==> config.mk <==
export PLATFORM = sky130hd
export DESIGN_NAME = pc_sequencer
export DESIGN_NICKNAME = d
export VERILOG_FILES = /design/src/rtl/pc_sequencer.sv
export SDC_FILE = /design/constraint.sdc
export NUM_CORES = 1
export LEC_CHECK = 0
export ABC_AREA = 1
export BUFFER_PORTS_ARGS = -buffer_cell sky130_fd_sc_hd__buf_2
export CAP_MARGIN = 10
export CORE_MARGIN = 2
export CORE_UTILIZATION = 31
export CTS_BUF_LIST = sky130_fd_sc_hd__clkbuf_8 sky130_fd_sc_hd__clkbuf_16
export DETAILED_ROUTE_END_ITERATION = 6
export PLACE_DENSITY = 0.59
export SYNTH_ARGS = -nofsm -noshare
export SYNTH_HDL_FRONTEND = slang
export SYNTH_SLANG_ARGS = --single-unit
==> constraint.sdc <==
create_clock -name clk -period 2.9 [get_ports clk]
set_clock_uncertainty 0.1 [all_clocks]
set_input_delay 0.29 -clock clk [delete_from_list [all_inputs] [get_ports clk]]
set_output_delay 0.29 -clock clk [all_outputs]
set_load 0.02 [all_outputs]
==> src/rtl/pc_sequencer.sv <==
// Y86-style program-counter sequencer: retires completed instructions, picks the next PC,
// and tracks RUN/HALT/FAULT status with saturating retired/taken counters.
module pc_sequencer #(
   parameter int                ADDR_W    = 64,
   parameter logic [ADDR_W-1:0] RESET_PC  = '0,
   parameter logic [ADDR_W-1:0] MEM_LIMIT = ADDR_W'(2**16),
   parameter int                CNT_W     = 32
) (
   input  logic              clk,
   input  logic              rst,
   input  logic              upd_valid,
   input  logic              stall,
   input  logic [3:0]        icode,
   input  logic              Cnd,
   input  logic [ADDR_W-1:0] valC,
   input  logic [ADDR_W-1:0] valM,
   input  logic [ADDR_W-1:0] valP,
   input  logic              exc_adr,
   input  logic              exc_ins,
   input  logic              go,
   input  logic [ADDR_W-1:0] go_pc,
   output logic [ADDR_W-1:0] PC,
   output logic [2:0]        stat,
   output logic [CNT_W-1:0]  retired,
   output logic [CNT_W-1:0]  taken
);

   typedef enum logic [1:0] {RUN, HALT, FAULT} state_t;

   localparam logic [2:0] STAT_AOK = 3'd1;
   localparam logic [2:0] STAT_HLT = 3'd2;
   localparam logic [2:0] STAT_ADR = 3'd3;
   localparam logic [2:0] STAT_INS = 3'd4;

   state_t            state_q, state_d;
   logic [ADDR_W-1:0] pc_q, pc_d;
   logic [2:0]        stat_q, stat_d;
   logic [CNT_W-1:0]  retired_q, retired_d;
   logic [CNT_W-1:0]  taken_q, taken_d;
   logic [ADDR_W-1:0] target;
   logic              accept;
   logic              retire_inc;
   logic              taken_inc;

   always_ff @(posedge clk) begin
      if (rst) begin
         state_q   <= RUN;
         pc_q      <= RESET_PC;
         stat_q    <= STAT_AOK;
         retired_q <= '0;
         taken_q   <= '0;
      end else begin
         state_q   <= state_d;
         pc_q      <= pc_d;
         stat_q    <= stat_d;
         retired_q <= retired_d;
         taken_q   <= taken_d;
      end
   end

   always_comb begin
      target = valP;
      case (icode)
         4'h7:    target = Cnd ? valC : valP;
         4'h8:    target = valC;
         4'h9:    target = valM;
         default: target = valP;
      endcase
   end

   // Exceptions and out-of-range targets leave PC and counters untouched.
   always_comb begin
      state_d    = state_q;
      pc_d       = pc_q;
      stat_d     = stat_q;
      retire_inc = 1'b0;
      taken_inc  = 1'b0;
      accept     = upd_valid && !stall;
      case (state_q)
         RUN: begin
            if (accept) begin
               if (exc_adr) begin
                  stat_d  = STAT_ADR;
                  state_d = FAULT;
               end else if (exc_ins) begin
                  stat_d  = STAT_INS;
                  state_d = FAULT;
               end else if (icode == 4'h0) begin
                  stat_d     = STAT_HLT;
                  state_d    = HALT;
                  retire_inc = 1'b1;
               end else if (target >= MEM_LIMIT) begin
                  stat_d  = STAT_ADR;
                  state_d = FAULT;
               end else begin
                  pc_d       = target;
                  retire_inc = 1'b1;
                  taken_inc  = (icode == 4'h7) && Cnd;
               end
            end
         end
         HALT: begin
            if (go) begin
               if (go_pc >= MEM_LIMIT) begin
                  stat_d  = STAT_ADR;
                  state_d = FAULT;
               end else begin
                  pc_d    = go_pc;
                  stat_d  = STAT_AOK;
                  state_d = RUN;
               end
            end
         end
         default: begin
            state_d = FAULT;
         end
      endcase
      retired_d = (retire_inc && !(&retired_q)) ? retired_q + CNT_W'(1) : retired_q;
      taken_d   = (taken_inc && !(&taken_q)) ? taken_q + CNT_W'(1) : taken_q;
   end

   always_comb begin
      PC      = pc_q;
      stat    = stat_q;
      retired = retired_q;
      taken   = taken_q;
   end

endmodule
==> reports/qor.csv <==
metric;value;unit
cp_top_family;simple AND/OR/NAND/NOR gates;
nNetsFinal;2287;
hp-class;in -> reg;
core;28780;um^2
dieArea;30750;um^2
outcome;completed;
worst_setup_path_end_kind;flip-flop;
slowest_delay;0.23;ns
place_ws;-0.1747;ns
ff2ff_path_depth;11;
routed_via_density;4.953;
num_rows;62;
synth_area;9102;um^2
clk_pin_slew;0.06;ns
antenna_found_initial;5;
drt_wl_total;38670;um
crit-reg2reg-launch;retired[0];
worstPathMaxFanout;13;
grt_pass1_vias;11580;
insertion_delay;0.42;ns
dieWidth;175.4;um
syn_area_per_cell;5.739;um^2
worst_pin_slew;0.5946;ns
clock_path_buffers;2;
seq_area_frac_synth;29.25;%
min_period_over_period;89.86;%
dr.pass1.iters;5;
finalCriticalPeriod;2.606;ns
max_freq;383.7;MHz
grt.total_usage;24.73;%
multi_input_area;5456;um^2
portBuffers;398;
overflow;0;
relSlewSlack;60.36;%
final_antenna_net_count;0;
cp_common_cell;nand2_1;
hold_violations;0;
cp_cell_sequence;buf_2 > nand2_1 > inv_2 > nand3_1 > nand2_1 > buf_4 > buf_12 > nand2_1 > nand2_1 > a21oi_1 > and2_1 > nand3_1 > nor2_1 > nand3_1 > nand2_1 > nand4_4 > buf_4 > buf_12 > nand3_1 > inv_1;
start_util;31.63;%
cts-root-buf;clkbuf_16;
netlist_instances;1586;
route.detailed.drc;0;
numCtsBuffers;17;
setup_viol_count_final;0;
seq_area;2663;um^2
r2r-end;retired[5];
peakVddDrop;0.3343;mV
place_area;12100;um^2
postLayoutCellArea;12730;um^2
r2r_setup_slack;0.35;ns
h-tree-depth;4;
p_leak;6.624;nW
syn_nets;1856;
synth_warnings;0;
cts_hold_buf;0;
min_from;exc_adr;
cts_tree;yes;
crit_buf_inv;7;
clock_sinks;133;
wl_per_cell;15.99;um
dpl.cell_count;2382;
place_congestion;1.008;
ioPinCount;399;
die_y;175.4;um
dr.first_iter.drc_count;934;
slowest_stage;buf_4;
vias;11980;
instances_no_fill;2419;
fill_cells;3137;
holdPathEnd;stat[0];
dpl.hpwl;31040;um
cap_violations;0;
cp_data_required_time;3.12;ns
hold_depth;3;
path_class;in -> reg;
grt_pass1_wl;60820;um
ys_types;37;
grt_max_degree;57;
fin_util;44.22;%
fin_ws;0.2940;ns
worstSetupStartpointType;input pin;
synth_seq_cells;133;
drive_gt1_share;26.75;%
drv_slew;0;
synthToLayoutAreaGrowth;39.81;%
cp_data_arrival_time;2.83;ns
powerDensity;373.3;nW/um^2
[area by class of cell]
cell class              count  share of cell area, %
flip-flops and latches    133                  20.92
clock buffers              17                  3.343
multi-input cells        1187                  42.88
inverters                 190                  5.604
clock inverters            15                  1.239
well taps                 384                  3.775
repair buffers            488                  22.14
diodes                      5                0.09832
[power breakdown]
group	internal, mW	leakage [nW]	switching [mW]	total (mW)
Combinational	0.310	5.28	0.438	0.748
Sequential	1.84	1.07	0.00527	1.84
Clock	1.22	0.275	0.945	2.16
[worst max path at each step]
| stage | startpoint | end | slack, ns | cells after the start |
|---|---|---|---|---|
| 2_1_floorplan | taken[0] | taken[22] | 0.30 | 16 |
| 5_1_grt | retired[0] | retired[29] | -0.005 | 12 |
| 6_report | icode[2] | PC[53] | 0.29 | 20 |
| 3_5_place_dp | icode[0] | retired[0] | -0.17 | 20 |
| 3_3_place_gp | icode[0] | retired[22] | -0.23 | 20 |
| 4_1_cts | retired[0] | retired[0] | 0.23 | 12 |
[flip-flops by register name, indices dropped and copies added (netlist names)]
register / cells
state_q: 2
retired: 32
stat: 3
taken: 32
PC: 64
[cell usage in the layout (no fill, tap or decap), types with 2 or more instances in the layout]
| cell type | synthesis | layout |
|---|---|---|
| buf_4 | 1 | 78 |
| inv_8 | 0 | 4 |
| xnor2_1 | 5 | 5 |
| nor2_1 | 209 | 205 |
| clkbuf_16 | 0 | 17 |
| inv_1 | 185 | 185 |
| buf_12 | 0 | 12 |
| nand4_1 | 69 | 69 |
| nor3_1 | 27 | 26 |
| diode_2 | 0 | 5 |
| xor2_1 | 24 | 24 |
| nand2_2 | 1 | 2 |
| a22oi_1 | 4 | 4 |
| a31oi_1 | 4 | 4 |
| and3_1 | 2 | 2 |
| inv_2 | 5 | 5 |
| inv_6 | 0 | 5 |
| nor2_4 | 0 | 2 |
| o311ai_0 | 4 | 4 |
| nand3_1 | 213 | 213 |
| buf_2 | 31 | 398 |
| a221oi_1 | 4 | 4 |
| nand2_1 | 489 | 488 |
| nand3b_1 | 2 | 2 |
| nand2b_1 | 2 | 2 |
| dfxtp_1 | 133 | 133 |
| clkinvlp_4 | 0 | 4 |
| nor2_2 | 5 | 7 |
| o21ai_0 | 24 | 24 |
| nor4_1 | 18 | 16 |
| a211oi_1 | 4 | 4 |
| a21oi_1 | 66 | 66 |
| ha_1 | 2 | 2 |
[layer usage]
| layer | track usage [%] | vias up | wire length (um) |
|---|---|---|---|
| li1 | - | 5975 | - |
| met1 | 31.51 | 5460 | 16390 |
| met2 | 40.90 | 483 | 18110 |
| met3 | 5.022 | 64 | 2956 |
| met4 | 9.757 | 0 | 1215 |
| met5 | 0 | - | 0 |
[synthesized netlist by cell type]
| master | count | area (um^2) |
|---|---|---|
| a211oi_1 | 4 | 30.03 |
| a21boi_2 | 1 | 11.26 |
| a21oi_1 | 66 | 330.3 |
| a21oi_2 | 1 | 8.760 |
| a221oi_1 | 4 | 35.03 |
| a22oi_1 | 4 | 30.03 |
| a31oi_1 | 4 | 25.02 |
| and2_0 | 1 | 6.260 |
| and2_1 | 1 | 6.260 |
| and3_1 | 2 | 12.51 |
| buf_1 | 8 | 30.03 |
| buf_2 | 31 | 155.2 |
| buf_4 | 1 | 7.510 |
| clkbuf_1 | 36 | 135.1 |
| dfxtp_1 | 133 | 2663 |
| ha_1 | 2 | 25.02 |
| inv_1 | 185 | 694.4 |
| inv_2 | 5 | 18.77 |
| nand2_1 | 489 | 1836 |
| nand2_2 | 1 | 6.260 |
| nand2b_1 | 2 | 12.51 |
| nand3_1 | 213 | 1066 |
| nand3b_1 | 2 | 15.01 |
| nand4_1 | 69 | 431.7 |
| nand4_2 | 1 | 12.51 |
| nor2_1 | 209 | 784.5 |
| nor2_2 | 5 | 31.28 |
| nor3_1 | 27 | 135.1 |
| nor3b_1 | 1 | 7.510 |
| nor4_1 | 18 | 112.6 |
| o21ai_0 | 24 | 120.1 |
| o22ai_1 | 1 | 6.260 |
| o311ai_0 | 4 | 35.03 |
| or2_1 | 1 | 6.260 |
| or2_2 | 1 | 6.260 |
| xnor2_1 | 5 | 43.79 |
| xor2_1 | 24 | 210.2 |
[worst min-delay path: stages]
cell	delay (ns)
buf_2	0.10
nor3_1	0.05
o21ai_0	0.12
[cell families after synthesis]
family	count (synthesis)	synth area share (%)
AO/OA/AOI/OAI	113	6.942
flip-flops	133	29.25
XOR/XNOR	29	2.790
AND/OR/NAND/NOR	1043	49.31
adder cells (fa/ha/maj)	2	0.2749
buffers and inverters	266	11.44
[timing repair]
action / CTS / global route
setup endpoints to repair: 0 / 57
gates resized for setup: 0 / 6
buffers inserted: 0 / 0
[metrics by stage]
stage                     setup TNS [ns]  total power, mW  hold WS (ns)
after floorplan                        0            2.212        0.3598
after global placement            -12.07            2.620        0.3329
after detailed placement          -9.362            2.622        0.3400
after CTS                              0            4.789       0.06099
after global routing           -0.005051            4.957        0.1221
final                                  0            4.751       0.07200
No activity file was read; power rests on OpenSTA's default activity.
